## src/rtl/teamd_incr_arbiter_if.sv

```systemverilog
// Interface for the TEAMD incrementer arbiter: two requester channels and the result/ack path.
// The master modport is the client/consumer side, and the slave modport is the arbiter.
interface teamd_incr_arbiter_if #(
    parameter int unsigned WIDTH = 3
);
    logic             req0;
    logic [WIDTH-1:0] data0;
    logic             req1;
    logic [WIDTH-1:0] data1;
    logic             gnt0;
    logic             gnt1;
    logic [WIDTH-1:0] res;
    logic             cout;
    logic             id;
    logic             valid;
    logic             ack;
    logic             busy;

    modport master (
        output req0, data0, req1, data1, ack,
        input  gnt0, gnt1, res, cout, id, valid, busy
    );

    modport slave (
        input  req0, data0, req1, data1, ack,
        output gnt0, gnt1, res, cout, id, valid, busy
    );
endinterface

```

## src/rtl/teamd_incr_arbiter.sv

```systemverilog
// Round-robin arbiter sharing one ripple increment-by-one datapath between two requesters.
// Optional build macro TEAMD_INCR_SATURATE_EN: clamp RES to all-ones on carry-out instead of wrapping.
module teamd_incr_arbiter #(
    parameter int unsigned WIDTH         = 3,
    parameter bit          PRIORITY_INIT = 1'b0
) (
    input  logic                 i_clk,
    input  logic                 i_rst,
    teamd_incr_arbiter_if.slave  bus
);
    localparam logic [1:0] S_IDLE = 2'd0;
    localparam logic [1:0] S_CALC = 2'd1;
    localparam logic [1:0] S_DONE = 2'd2;

    // Half-adder ripple chain with the carry-in tied to one.
    function automatic logic [WIDTH:0] f_incr(input logic [WIDTH-1:0] op);
        logic [WIDTH:0]   c;
        logic [WIDTH-1:0] s;
        c    = '0;
        s    = '0;
        c[0] = 1'b1;
        for (int i = 0; i < WIDTH; i++) begin
            s[i]     = op[i] ^ c[i];
            c[i + 1] = op[i] & c[i];
        end
        return {c[WIDTH], s};
    endfunction

    logic [1:0]       r_state;
    logic             r_ptr;
    logic [WIDTH-1:0] r_op;
    logic             r_gnt0;
    logic             r_gnt1;
    logic [WIDTH-1:0] r_res;
    logic             r_cout;
    logic             r_id;
    logic             r_valid;
    logic             r_busy;

    logic             w_any_req;
    logic             w_sel;
    logic [WIDTH-1:0] w_operand;
    logic [WIDTH:0]   w_sum;
    logic [WIDTH-1:0] w_res;

    // Requester selection: a lone request wins outright, a tie goes to the pointer.
    always_comb begin
        w_any_req = bus.req0 | bus.req1;
        w_sel     = 1'b0;
        if (bus.req0 && bus.req1) begin
            w_sel = r_ptr;
        end else if (bus.req1) begin
            w_sel = 1'b1;
        end else begin
            w_sel = 1'b0;
        end
        w_operand = w_sel ? bus.data1 : bus.data0;
    end

    // Shared incrementer and the result shaping on carry-out.
    always_comb begin
        w_sum = f_incr(r_op);
`ifdef TEAMD_INCR_SATURATE_EN
        if (w_sum[WIDTH]) begin
            w_res = '1;
        end else begin
            w_res = w_sum[WIDTH-1:0];
        end
`else
        w_res = w_sum[WIDTH-1:0];
`endif
    end

    // Sequencing FSM; every output is a register so the consumer sees glitch-free handshakes.
    always_ff @(posedge i_clk or posedge i_rst) begin
        if (i_rst) begin
            r_state <= S_IDLE;
            r_ptr   <= PRIORITY_INIT;
            r_op    <= '0;
            r_gnt0  <= 1'b0;
            r_gnt1  <= 1'b0;
            r_res   <= '0;
            r_cout  <= 1'b0;
            r_id    <= 1'b0;
            r_valid <= 1'b0;
            r_busy  <= 1'b0;
        end else begin
            r_gnt0 <= 1'b0;
            r_gnt1 <= 1'b0;
            case (r_state)
                S_IDLE: begin
                    if (w_any_req) begin
                        r_op    <= w_operand;
                        r_gnt0  <= ~w_sel;
                        r_gnt1  <= w_sel;
                        r_id    <= w_sel;
                        r_busy  <= 1'b1;
                        r_state <= S_CALC;
                    end else begin
                        r_busy  <= 1'b0;
                    end
                end
                S_CALC: begin
                    r_res   <= w_res;
                    r_cout  <= w_sum[WIDTH];
                    r_valid <= 1'b1;
                    r_state <= S_DONE;
                end
                S_DONE: begin
                    // Result is held until accepted; the loser of this round is favoured next.
                    if (bus.ack) begin
                        r_valid <= 1'b0;
                        r_busy  <= 1'b0;
                        r_ptr   <= ~r_id;
                        r_state <= S_IDLE;
                    end
                end
                default: begin
                    r_valid <= 1'b0;
                    r_busy  <= 1'b0;
                    r_state <= S_IDLE;
                end
            endcase
        end
    end

    assign bus.gnt0  = r_gnt0;
    assign bus.gnt1  = r_gnt1;
    assign bus.res   = r_res;
    assign bus.cout  = r_cout;
    assign bus.id    = r_id;
    assign bus.valid = r_valid;
    assign bus.busy  = r_busy;
endmodule

```

## src/flat_wrapper.sv

```systemverilog
// flat-port wrapper written by rule: the top's interface ports become plain ports
module teamd_incr_arbiter_flat 
#(
    parameter int unsigned WIDTH         = 3,
    parameter bit          PRIORITY_INIT = 1'b0
)
  (i_clk, i_rst, bus_req0, bus_data0, bus_req1, bus_data1, bus_ack, bus_gnt0, bus_gnt1, bus_res, bus_cout, bus_id, bus_valid, bus_busy);
  teamd_incr_arbiter_if #(.WIDTH(WIDTH)) bus_i ();
  input  logic i_clk;
  input  logic i_rst;
  input wire logic [$bits(bus_i.req0)-1:0] bus_req0;
  input wire logic [$bits(bus_i.data0)-1:0] bus_data0;
  input wire logic [$bits(bus_i.req1)-1:0] bus_req1;
  input wire logic [$bits(bus_i.data1)-1:0] bus_data1;
  input wire logic [$bits(bus_i.ack)-1:0] bus_ack;
  output wire logic [$bits(bus_i.gnt0)-1:0] bus_gnt0;
  output wire logic [$bits(bus_i.gnt1)-1:0] bus_gnt1;
  output wire logic [$bits(bus_i.res)-1:0] bus_res;
  output wire logic [$bits(bus_i.cout)-1:0] bus_cout;
  output wire logic [$bits(bus_i.id)-1:0] bus_id;
  output wire logic [$bits(bus_i.valid)-1:0] bus_valid;
  output wire logic [$bits(bus_i.busy)-1:0] bus_busy;
  assign bus_i.req0 = bus_req0;
  assign bus_i.data0 = bus_data0;
  assign bus_i.req1 = bus_req1;
  assign bus_i.data1 = bus_data1;
  assign bus_i.ack = bus_ack;
  assign bus_gnt0 = bus_i.gnt0;
  assign bus_gnt1 = bus_i.gnt1;
  assign bus_res = bus_i.res;
  assign bus_cout = bus_i.cout;
  assign bus_id = bus_i.id;
  assign bus_valid = bus_i.valid;
  assign bus_busy = bus_i.busy;
  teamd_incr_arbiter #(.WIDTH(WIDTH), .PRIORITY_INIT(PRIORITY_INIT)) u_core (.i_clk(i_clk), .i_rst(i_rst), .bus(bus_i));
endmodule
```

## config.mk

```make
export PLATFORM = sky130hd
export DESIGN_NAME = teamd_incr_arbiter_flat
export DESIGN_NICKNAME = d
export VERILOG_FILES = /design/src/rtl/teamd_incr_arbiter_if.sv /design/src/rtl/teamd_incr_arbiter.sv /design/src/flat_wrapper.sv
export SDC_FILE = /design/constraint.sdc
export NUM_CORES = 1
export LEC_CHECK = 0
export ABC_AREA = 1
export BUFFER_PORTS_ARGS = -buffer_cell sky130_fd_sc_hd__buf_2
export CAP_MARGIN = 10
export CORE_UTILIZATION = 35
export DETAILED_ROUTE_END_ITERATION = 6
export PLACE_DENSITY = 0.61
export REMOVE_ABC_BUFFERS = 1
export SLEW_MARGIN = 25
export SYNTH_ARGS = -nofsm -noshare
export SYNTH_HDL_FRONTEND = slang
export SYNTH_SLANG_ARGS = --single-unit
```

## constraint.sdc

```tcl
create_clock -name i_clk -period 2.3 [get_ports i_clk]
set_clock_uncertainty 0.1 [all_clocks]
set_input_delay 0.23 -clock i_clk [delete_from_list [all_inputs] [get_ports i_clk]]
set_output_delay 0.23 -clock i_clk [all_outputs]
set_load 0.01 [all_outputs]
```

==> impl_metrics.env <==
export IMPL_outcome="complete, no violations"
export IMPL_worstMarginPinSlew_ps=536.7
export IMPL_syn_area_per_cell_um2=9.147
export IMPL_endpoint_kind="register"
export IMPL_gr_usage_all_layers_pct=12.36
export IMPL_root_buffer="clkbuf_4"
export IMPL_antenna_diode_count=0
export IMPL_ys_ff_latch=15
export IMPL_hold_viol=0
export IMPL_max_slew_margin_pct=64.18
export IMPL_cts_tree="yes"
export IMPL_die_area_mm2=0.002114
export IMPL_ir_worst_vdd_v=0.0005812
export IMPL_crit_path_start_kind="register"
export IMPL_required_ps=2360
export IMPL_drc=0
export IMPL_holdPathEnd="u_core.bus.gnt0"
export IMPL_die_h_um=45.98
export IMPL_core_area_mm2=0.001764
export IMPL_cts_resized=0
export IMPL_crit_arrival_ps=1270
export IMPL_routedWlPerCell_um=9.000
export IMPL_grt_pass1_vias=456
export IMPL_io_pin_count=20
export IMPL_drt_first_iter_violations=8
export IMPL_area_growth_pct=24.03
export IMPL_drive_above_1_share_pct=31.63
export IMPL_syn_area_um2=676.9
export IMPL_r2r_slack_ps=1100
export IMPL_syn_inst=74
export IMPL_final_nets=112
export IMPL_cts_max_level=1
export IMPL_multiInputGateArea_um2=251.5
export IMPL_fill_cells=177
export IMPL_period_share_pct=52.25
export IMPL_rr_worst_depth=4
export IMPL_ant_nets=0
export IMPL_clock_sinks=15
export IMPL_grt_max_degree=16
export IMPL_yosys_cell_types_count=17
export IMPL_vias=534
export IMPL_numPortBuffers=19
export IMPL_final_util_pct=47.59
export IMPL_seqCellArea_um2=375.4
export IMPL_cp_max_fo=3
export IMPL_dp_hpwl_um=881
export IMPL_fmax_mhz=832.1
export IMPL_vias_per_cell=4.341
export IMPL_drt_wl_total_um=1107
export IMPL_grt_pass1_wl_um=1821
export IMPL_worstHoldPathCells=2
export IMPL_start_util_pct=38.37
export IMPL_finalPower_uw=1054
export IMPL_worstReg2RegEnd="u_core.bus.res[2]"
export IMPL_gp_congestion=0.7375
export IMPL_p_per_area_mw_per_mm2=1255
export IMPL_synth_warnings=0
export IMPL_period_needed_ps=1202
export IMPL_worstHoldStart="bus_req1"
export IMPL_worstSkewPairLatency_ps=270
export IMPL_final_setup_tns_ps=0
export IMPL_clk_path_buf_depth=2
export IMPL_layout_commonest_cell="nand2_1"
export IMPL_fp_row_count=15
export IMPL_p_leak_uw=0.0004839
export IMPL_ys_seq_area_share_pct=55.45
export IMPL_overflow=0
export IMPL_layout_common_cells="nand2_1 (21), buf_2 (19), dfrtp_1 (15)"
export IMPL_rsz0062_at_grt="no"
export IMPL_max_cap_violations=0
export IMPL_antenna_found_initial=0
export IMPL_hold_class="primary input to register"
export IMPL_cts_made_buffers=3
export IMPL_drv_slew=0
export IMPL_clk_pin_slew_ps=80
export IMPL_setup_violations=0
export IMPL_die_w_um=45.98
export IMPL_first_pass_iters=4
export IMPL_critPathKind="register to register"
export IMPL_r2r_start="u_core.r_op[0]"
==> power breakdown <==
part	switching (uW)	leakage [uW]	total, uW	internal [uW]
clock	73.1	0.0000150	140	67.0
combinational	272	0.000281	446	174
sequential	78.7	0.000188	468	389
total	424	0.000484	1050	630
==> worst max-delay path, stage by stage (launching register included) <==
cell	delay [ps]
dfrtp_1	400
ha_1	200
ha_1	260
nand3_1	80
nand2_1	50
==> metrics by stage <==
stage          cell area [um^2]  std cells  hold WS (ps)  worst slack, ps
2_1_floorplan             676.9         74         31.48             1148
3_3_place_gp              803.3        118         208.6             1129
3_5_place_dp              803.3        118         204.3             1107
4_1_cts                   839.6        123         91.16             1094
5_1_grt                   839.6        123         99.44             1044
6_report                  839.6        123         98.29             1098
==> routing by layer <==
metal  part of all wire, %  track usage [%]
met4                   1.5            7.059
met5                     0                0
met1                    46            16.67
met2                    47            17.46
met3                   5.7            3.571
==> cells in the mapped netlist, drive strengths merged <==
master   n  area (um^2)
nor2     5        37.54
o21ai    4        23.77
nand3   11        55.05
inv     12        50.05
nand2   23        96.35
dfrtp   15        375.4
ha       2        25.02
a21oi    2        13.76
==> worst max path at each step <==
stage / startpoint / endpoint / slack, ps / cells after the start
2_1_floorplan: u_core.r_op[0] / u_core.bus.res[2] / 1150 / 4
3_3_place_gp: u_core.r_op[0] / u_core.bus.res[2] / 1130 / 4
3_5_place_dp: u_core.r_op[0] / u_core.bus.res[2] / 1110 / 4
4_1_cts: u_core.r_op[0] / u_core.bus.res[2] / 1090 / 4
5_1_grt: u_core.r_state[0] / u_core.r_op[0] / 1040 / 6
6_report: u_core.r_op[0] / u_core.bus.res[2] / 1100 / 4
==> layout make-up <==
type / count / area share (%)
flip-flops and latches: 15 / 44.71
multi-input cells: 47 / 29.96
repair buffers: 20 / 12.52
inverters: 12 / 5.961
well taps: 25 / 3.726
clock buffers: 4 / 3.130
==> cell families after synthesis <==
group | synth area share, %
DFF | 55.45
buffers and inverters | 7.394
and+or+nand+nor | 27.91
AOI/OAI and AO/OA | 5.544
adders and majority gates | 3.696
==> timing repair <==
action | CTS | global route
endpoints found under the hold margin | 15 | 0
hold buffers | 1 | 0
setup endpoints to repair | 0 | 0
buffers inserted | 0 | 0
Power figures use the tool's default switching activity.
